`config.mk`:
```
export PLATFORM = sky130hd
export DESIGN_NAME = ascon_init_fsm
export DESIGN_NICKNAME = d
export VERILOG_FILES = /design/src/rtl/ascon_init_fsm.sv
export SDC_FILE = /design/constraint.sdc
export NUM_CORES = 1
export LEC_CHECK = 0
export ABC_AREA = 1
export BUFFER_PORTS_ARGS = -buffer_cell sky130_fd_sc_hd__clkbuf_2
export CAP_MARGIN = 20
export CORE_AREA = 4 4 41 43
export DETAILED_ROUTE_END_ITERATION = 6
export DIE_AREA = 0 0 45 47
export GPL_TIMING_DRIVEN = 0
export PLACE_DENSITY = 0.64
export SETUP_SLACK_MARGIN = 0.2
export SLEW_MARGIN = 20
export SYNTH_ARGS = -nofsm -noshare
export SYNTH_HDL_FRONTEND = slang
export SYNTH_SLANG_ARGS = --single-unit
```
`constraint.sdc`:
```
create_clock -name clock_i -period 4.7 [get_ports clock_i]
set_input_delay 0.94 -clock clock_i [delete_from_list [all_inputs] [get_ports clock_i]]
set_output_delay 0.94 -clock clock_i [all_outputs]
set_load 0.05 [all_outputs]
```
`src/rtl/ascon_init_fsm.sv`:
```
// ---------------------------------------------------------------------------
// ascon_init_fsm
//   Control FSM for the ASCON-128 initialisation phase on the shared
//   permutation datapath. A start request first selects IV||K||N into the
//   permutation input. The FSM then issues NB_ROUNDS round-constant indices,
//   one per cycle, with the state register enabled. It requests the final
//   0^192||K XOR on the last round, and gives a one-cycle end pulse.
//
// Parameters
//   NB_ROUNDS         number of permutation rounds in the phase (1..12)
//
// Ports
//   clock_i           system clock, rising edge
//   resetb_i          asynchronous active-low reset
//   start_i           start request, sampled only while idle
//   round_o[3:0]      round-constant index to the permutation
//   init_state_sel_o  1 = permutation input takes IV||K||N, 0 = state register
//   en_reg_state_o    load enable of the state register
//   en_xor_key_end_o  XOR 0^192||K onto the permutation output
//   busy_o            phase in progress
//   end_o             one-cycle completion pulse
// ---------------------------------------------------------------------------
module ascon_init_fsm #(
   parameter int NB_ROUNDS = 12
) (
   input  logic       clock_i,
   input  logic       resetb_i,
   input  logic       start_i,
   output logic [3:0] round_o,
   output logic       init_state_sel_o,
   output logic       en_reg_state_o,
   output logic       en_xor_key_end_o,
   output logic       busy_o,
   output logic       end_o
);

   // Round-constant index of the first round; a shortened phase runs the
   // tail of the 12-round schedule, so the last round is always index 11.
   localparam logic [3:0] START_ROUND = 4'(12 - NB_ROUNDS);
   localparam logic [3:0] LAST_CNT    = 4'(NB_ROUNDS - 1);

   typedef enum logic [1:0] {
      S_IDLE   = 2'd0,
      S_FIRST  = 2'd1,
      S_ROUNDS = 2'd2,
      S_DONE   = 2'd3
   } state_t;

   state_t     state_q, state_d;
   logic [3:0] cnt_q, cnt_d;

   logic [3:0] round_q, round_d;
   logic       sel_q, sel_d;
   logic       en_q, en_d;
   logic       xor_q, xor_d;
   logic       busy_q, busy_d;
   logic       end_q, end_d;

   // Next-state and counter
   always_comb begin
      state_d = state_q;
      cnt_d   = cnt_q;
      case (state_q)
         S_IDLE: begin
            cnt_d = 4'd0;
            if (start_i) begin
               state_d = S_FIRST;
            end
         end
         S_FIRST: begin
            if (LAST_CNT == 4'd0) begin
               state_d = S_DONE;
               cnt_d   = 4'd0;
            end else begin
               state_d = S_ROUNDS;
               cnt_d   = 4'd1;
            end
         end
         S_ROUNDS: begin
            // >= rather than == so a corrupted counter cannot run past the
            // last round index.
            if (cnt_q >= LAST_CNT) begin
               state_d = S_DONE;
               cnt_d   = 4'd0;
            end else begin
               cnt_d = cnt_q + 4'd1;
            end
         end
         S_DONE: begin
            state_d = S_IDLE;
            cnt_d   = 4'd0;
         end
         default: begin
            state_d = S_IDLE;
            cnt_d   = 4'd0;
         end
      endcase
   end

   // Outputs are decoded from the next state/counter and registered. They
   // then line up with the state they describe and never follow start_i
   // combinationally.
   always_comb begin
      round_d = START_ROUND + cnt_d;
      sel_d   = (state_d == S_FIRST);
      en_d    = (state_d == S_FIRST) || (state_d == S_ROUNDS);
      xor_d   = en_d && (cnt_d == LAST_CNT);
      busy_d  = en_d;
      end_d   = (state_d == S_DONE);
   end

   always_ff @(posedge clock_i or negedge resetb_i) begin
      if (!resetb_i) begin
         state_q <= S_IDLE;
         cnt_q   <= 4'd0;
         round_q <= 4'd0;
         sel_q   <= 1'b0;
         en_q    <= 1'b0;
         xor_q   <= 1'b0;
         busy_q  <= 1'b0;
         end_q   <= 1'b0;
      end else begin
         state_q <= state_d;
         cnt_q   <= cnt_d;
         round_q <= round_d;
         sel_q   <= sel_d;
         en_q    <= en_d;
         xor_q   <= xor_d;
         busy_q  <= busy_d;
         end_q   <= end_d;
      end
   end

   assign round_o          = round_q;
   assign init_state_sel_o = sel_q;
   assign en_reg_state_o   = en_q;
   assign en_xor_key_end_o = xor_q;
   assign busy_o           = busy_q;
   assign end_o            = end_q;

endmodule

```
==> Word level (Yosys, flattened, before mapping) <==
Index checks and enable logic that the tools add are counted.
{ "totals": {"elab_cells": 24, "out_inout_bits": 9, "register_bits": 10} }
{ "op_classes": {"add_sub_neg": 1, "mux": 5, "eq_ne": 7, "order_cmp": 1, "reduce_logical": 4} }
{ "op_table": {"columns": ["op", "count"], "rows": [
  ["4-bit one-hot mux with 3 select lines", 1],
  ["2-bit equality test, second input constant", 4],
  ["2-bit one-hot mux with 4 select lines", 1],
  ["4-bit by 1-bit adder with 4-bit output, second input constant", 1],
  ["2-bit by 1-bit equality test with 1-bit output, second input constant", 2],
  ["4-bit equality test, second input constant", 1],
  ["4-bit >= comparator, second input constant", 1],
  ["2-bit 2-to-1 mux", 2],
  ["4-bit 2-to-1 mux", 1],
  ["2-bit zero test", 1],
  ["2-bit OR reduction", 1],
  ["1-bit logical AND", 1],
  ["1-bit logical OR", 1]
]} }

==> Longest topological paths before layout <==
{ "depth": {"word_depth": 6, "ltp_mapped": 10} }

==> Least setup slack after synthesis <==
No wires, ideal clock.
{ "synth_path": {"kind": "register -> register", "startpoint": "register, netlist name round_o[0]", "endpoint": "register xor_q (netlist: en_xor_key_end_o)", "stages_incl_launch_ff": 11, "n_path_buf": 0, "slack_ns": 2.686, "setup_time_ns": 0.071, "t_arrival_ns": 1.942, "path_cell_list": "dfrtp_1 ha_1 o21ai_2 inv_1 o21ai_0 o21ai_0 ha_1 nand3_1 nor2_1 nand2_1 nor2_1"} }
{ "synth_lines": {"columns": ["item", "line", "source"], "rows": [
  ["to (signal assigned)", "128", "xor_q <= xor_d;"],
  ["to (decl)", "55", "logic xor_q, xor_d;"]
]} }

==> metrics <==
clk slew on worst S/H paths=60 ps; Synth Area in XOR/XNOR=0; Pins Over Slew Limit=0; min-delay worst type=input pin to asynchronous set/reset pin; Critical Path, Cell by Cell=ha_1, o21ai_2, inv_1, o21ai_0, o21ai_0, ha_1, nand3_1, nor2_1, nand2_1, nor2_1; Final min period=1960 ps; chip width=roughly 45 µm; crit share post-route=0.416; setup violators final=0; post-CTS setup buffer count=0; CP Capture Type=flop; IR drop worst, VDD=around 0.31 mV; Mapped Nets=57; dominant cells by area after synthesis=dfrtp_1 (53%), ha_1 (16%), inv_1 (7.1%); post-synthesis mux area share=0; Comb power frac=0.530; Worst Path Required=4900 ps; Placeable Area=1300 µm²; Rows=13; Int Power=0.205 mW; cell count after synthesis=48; worst-path maximum fanout=5; DRT iter0 DRCs=0; GP Congestion=just over 0.7; largest net degree at the start of global routing=11; PostCTS Resize Cnt=0; Simple-Gate Fraction of Synth Area=0.137; Yosys cell types=13; Synth Area in Adders=0.158; Lkg Pwr=0.313 nW; final instance area=roughly 570 µm²; Via density=about 4.6; Ys Warns=0; final WL=830 µm; Post-CTS Hold Buffers=0; Setup TNS Final=0 ps; DR pass1 iterations=1; worst clock skew=3.72 ps; # DRC=0; Critical Path Start=round_o[0]; P&R area growth vs syn=20.3%; Worst Hold Slack=529 ps; sum of buffers and inverters on the critical path=1; Crit Reg-Reg Startpoint=round_o[0]; layout cell share with drive strength beyond 1=0.274; Avg Inst Size Synth=9.88 µm²; average wire per standard cell=10.8 µm; Reg power frac=0.331; Hold Fails Final Rpt=0; clk_lat worst skew=260 ps; CTS H-tree lvls=1; Clock Tree Root=clkbuf_4; Total Power=0.406 mW; clock power share=0.139; Die H=47 µm; placed cell count=74; # diodes=0; outcome=finished clean; largest family of logic cells by synthesized area=adder cells; Vias=356; Slew @ Worst Pin=352 ps; Arr. time, crit path=2160 ps; clock buffer depth=2; Initial Util=0.364; total gr overflow=0; dominant cell type by area after synthesis=dfrtp_1; Switch Pwr=0.202 mW; fmax=around 500 MHz; power density over the cells=between 700 and 800 nW/µm²; WS Path Type=flop to flop; Non-Filler Instances=between 70 and 80; TritonCTS buffer count=3; sw frac=0.496; global-route wire length before repair=1.38 mm; startpoint types=flop; top cell type's share of synthesized area=0.528; Seq cells post-synth=10; sequential cell area fraction in the yosys report=0.528; RSZ-0062 raised after global routing=no; Syn Std Cell Area=roughly 470 µm²; GRT Util Overall=0.101; PortBufs=11; cell family with most CP delay=adder cells; Final nets=73; io pins=12; placed cell areas=548 µm²; initial antenna violation count=0; CTS tree=built; ANT nets after route=0; vias in the first global route=324; crit path max-delay cell type=dfrtp_1; CP peak stage delay=430 ps; hpwl dp=653 µm; Slew headroom=0.763; max_cap viols=0; Compound-Gate Fraction of Synth Area=0.0897; clock sinks=10; total die area=2120 µm²
cells in the final DEF, fill, tap and decap left out:
cell type,n
clkbuf_4,3
o21ai_2,1
a21oi_2,1
dfrtp_1,10
nand4_1,1
ha_1,6
nor3_1,1
buf_4,1
nand3_1,4
inv_1,9
nor2_1,4
clkbuf_2,11
o21ai_0,4
nand2_1,5
o21ai_1,1
state kept, by name (all words and copies together) (netlist names):
signal and count:
busy_o 1, end_o 1, round_o 4, en_xor_key_end_o 1, init_state_sel_o 1, state_q 2
area by class of cell:
type / instances / area, µm²
flip-flops and latches: 10 / 250
fillers: 136 / 731
repair buffers: 11 / 55.1
clock buffers: 3 / 22.5
multi-input cells: 28 / 183
plain buffers: 1 / 7.51
well taps: 15 / 18.8
inverters: 9 / 33.8
final timing paths:
path                                     to  slack, ps  depth (start not counted)
max                        en_xor_key_end_o       2740                         10
min                              round_o[3]        530                          1
max reg2reg                en_xor_key_end_o       2740                         10
min reg2reg                      round_o[3]        610                          2
max in group asynchronous        state_q[1]       3970                          1
min in group clock_i             round_o[3]        610                          2
synth_stat cells:
cell      n
inv_1     9
nand4_1   1
o21ai_2   1
dfrtp_1  10
nor2_1    4
o21ai_0   4
ha_1      6
nand3_1   4
o21ai_1   1
buf_4     1
nand2_1   5
nor3_1    1
a21oi_2   1
per-stage QoR:
| stage | worst slack (ps) | util |
|---|---|---|
| global route | 2540 | 0.438 |
| finish | 2740 | 0.438 |
| floorplan | 2690 | - |
| CTS | 2730 | 0.438 |
| global placement | 2670 | 0.421 |
| detailed placement | 2620 | 0.421 |
kinds of logic (layout without fill, tap and decap cells):
family | count (synthesis) | count (layout)
AND/OR/NAND/NOR | 15 | 15
adder cells (fa/ha/maj) | 6 | 6
flip-flops | 10 | 10
buffers and inverters | 10 | 24
AO/OA/AOI/OAI | 7 | 7
worst register-to-register path: cells and delay by family (launching register included):
family | cells | cell delay, ps
flip-flops | 1 | 430
AND/OR/NAND/NOR | 4 | 310
buffers and inverters | 1 | 80
AO/OA/AOI/OAI | 3 | 480
adder cells (fa/ha/maj) | 2 | 590
power groups by stage:
stage | clock [mW] | sequential (mW) | combinational (mW)
after CTS | 0.0594 | 0.134 | 0.221
after global routing | 0.0665 | 0.138 | 0.242
after detailed placement | 0 | 0.135 | 0.221
after global placement | 0 | 0.134 | 0.216
final | 0.0563 | 0.134 | 0.216
after floorplan | 0 | 0.192 | 0.112
per-layer routing:
metal,up-vias,GRT usage,wire length [µm]
met5,-,0,0
met4,0,0.123,42
met3,5,0.0421,59
met2,8,0.144,397
met1,162,0.101,331
li1,181,-,-
No activity file was read; power rests on OpenSTA's default activity.
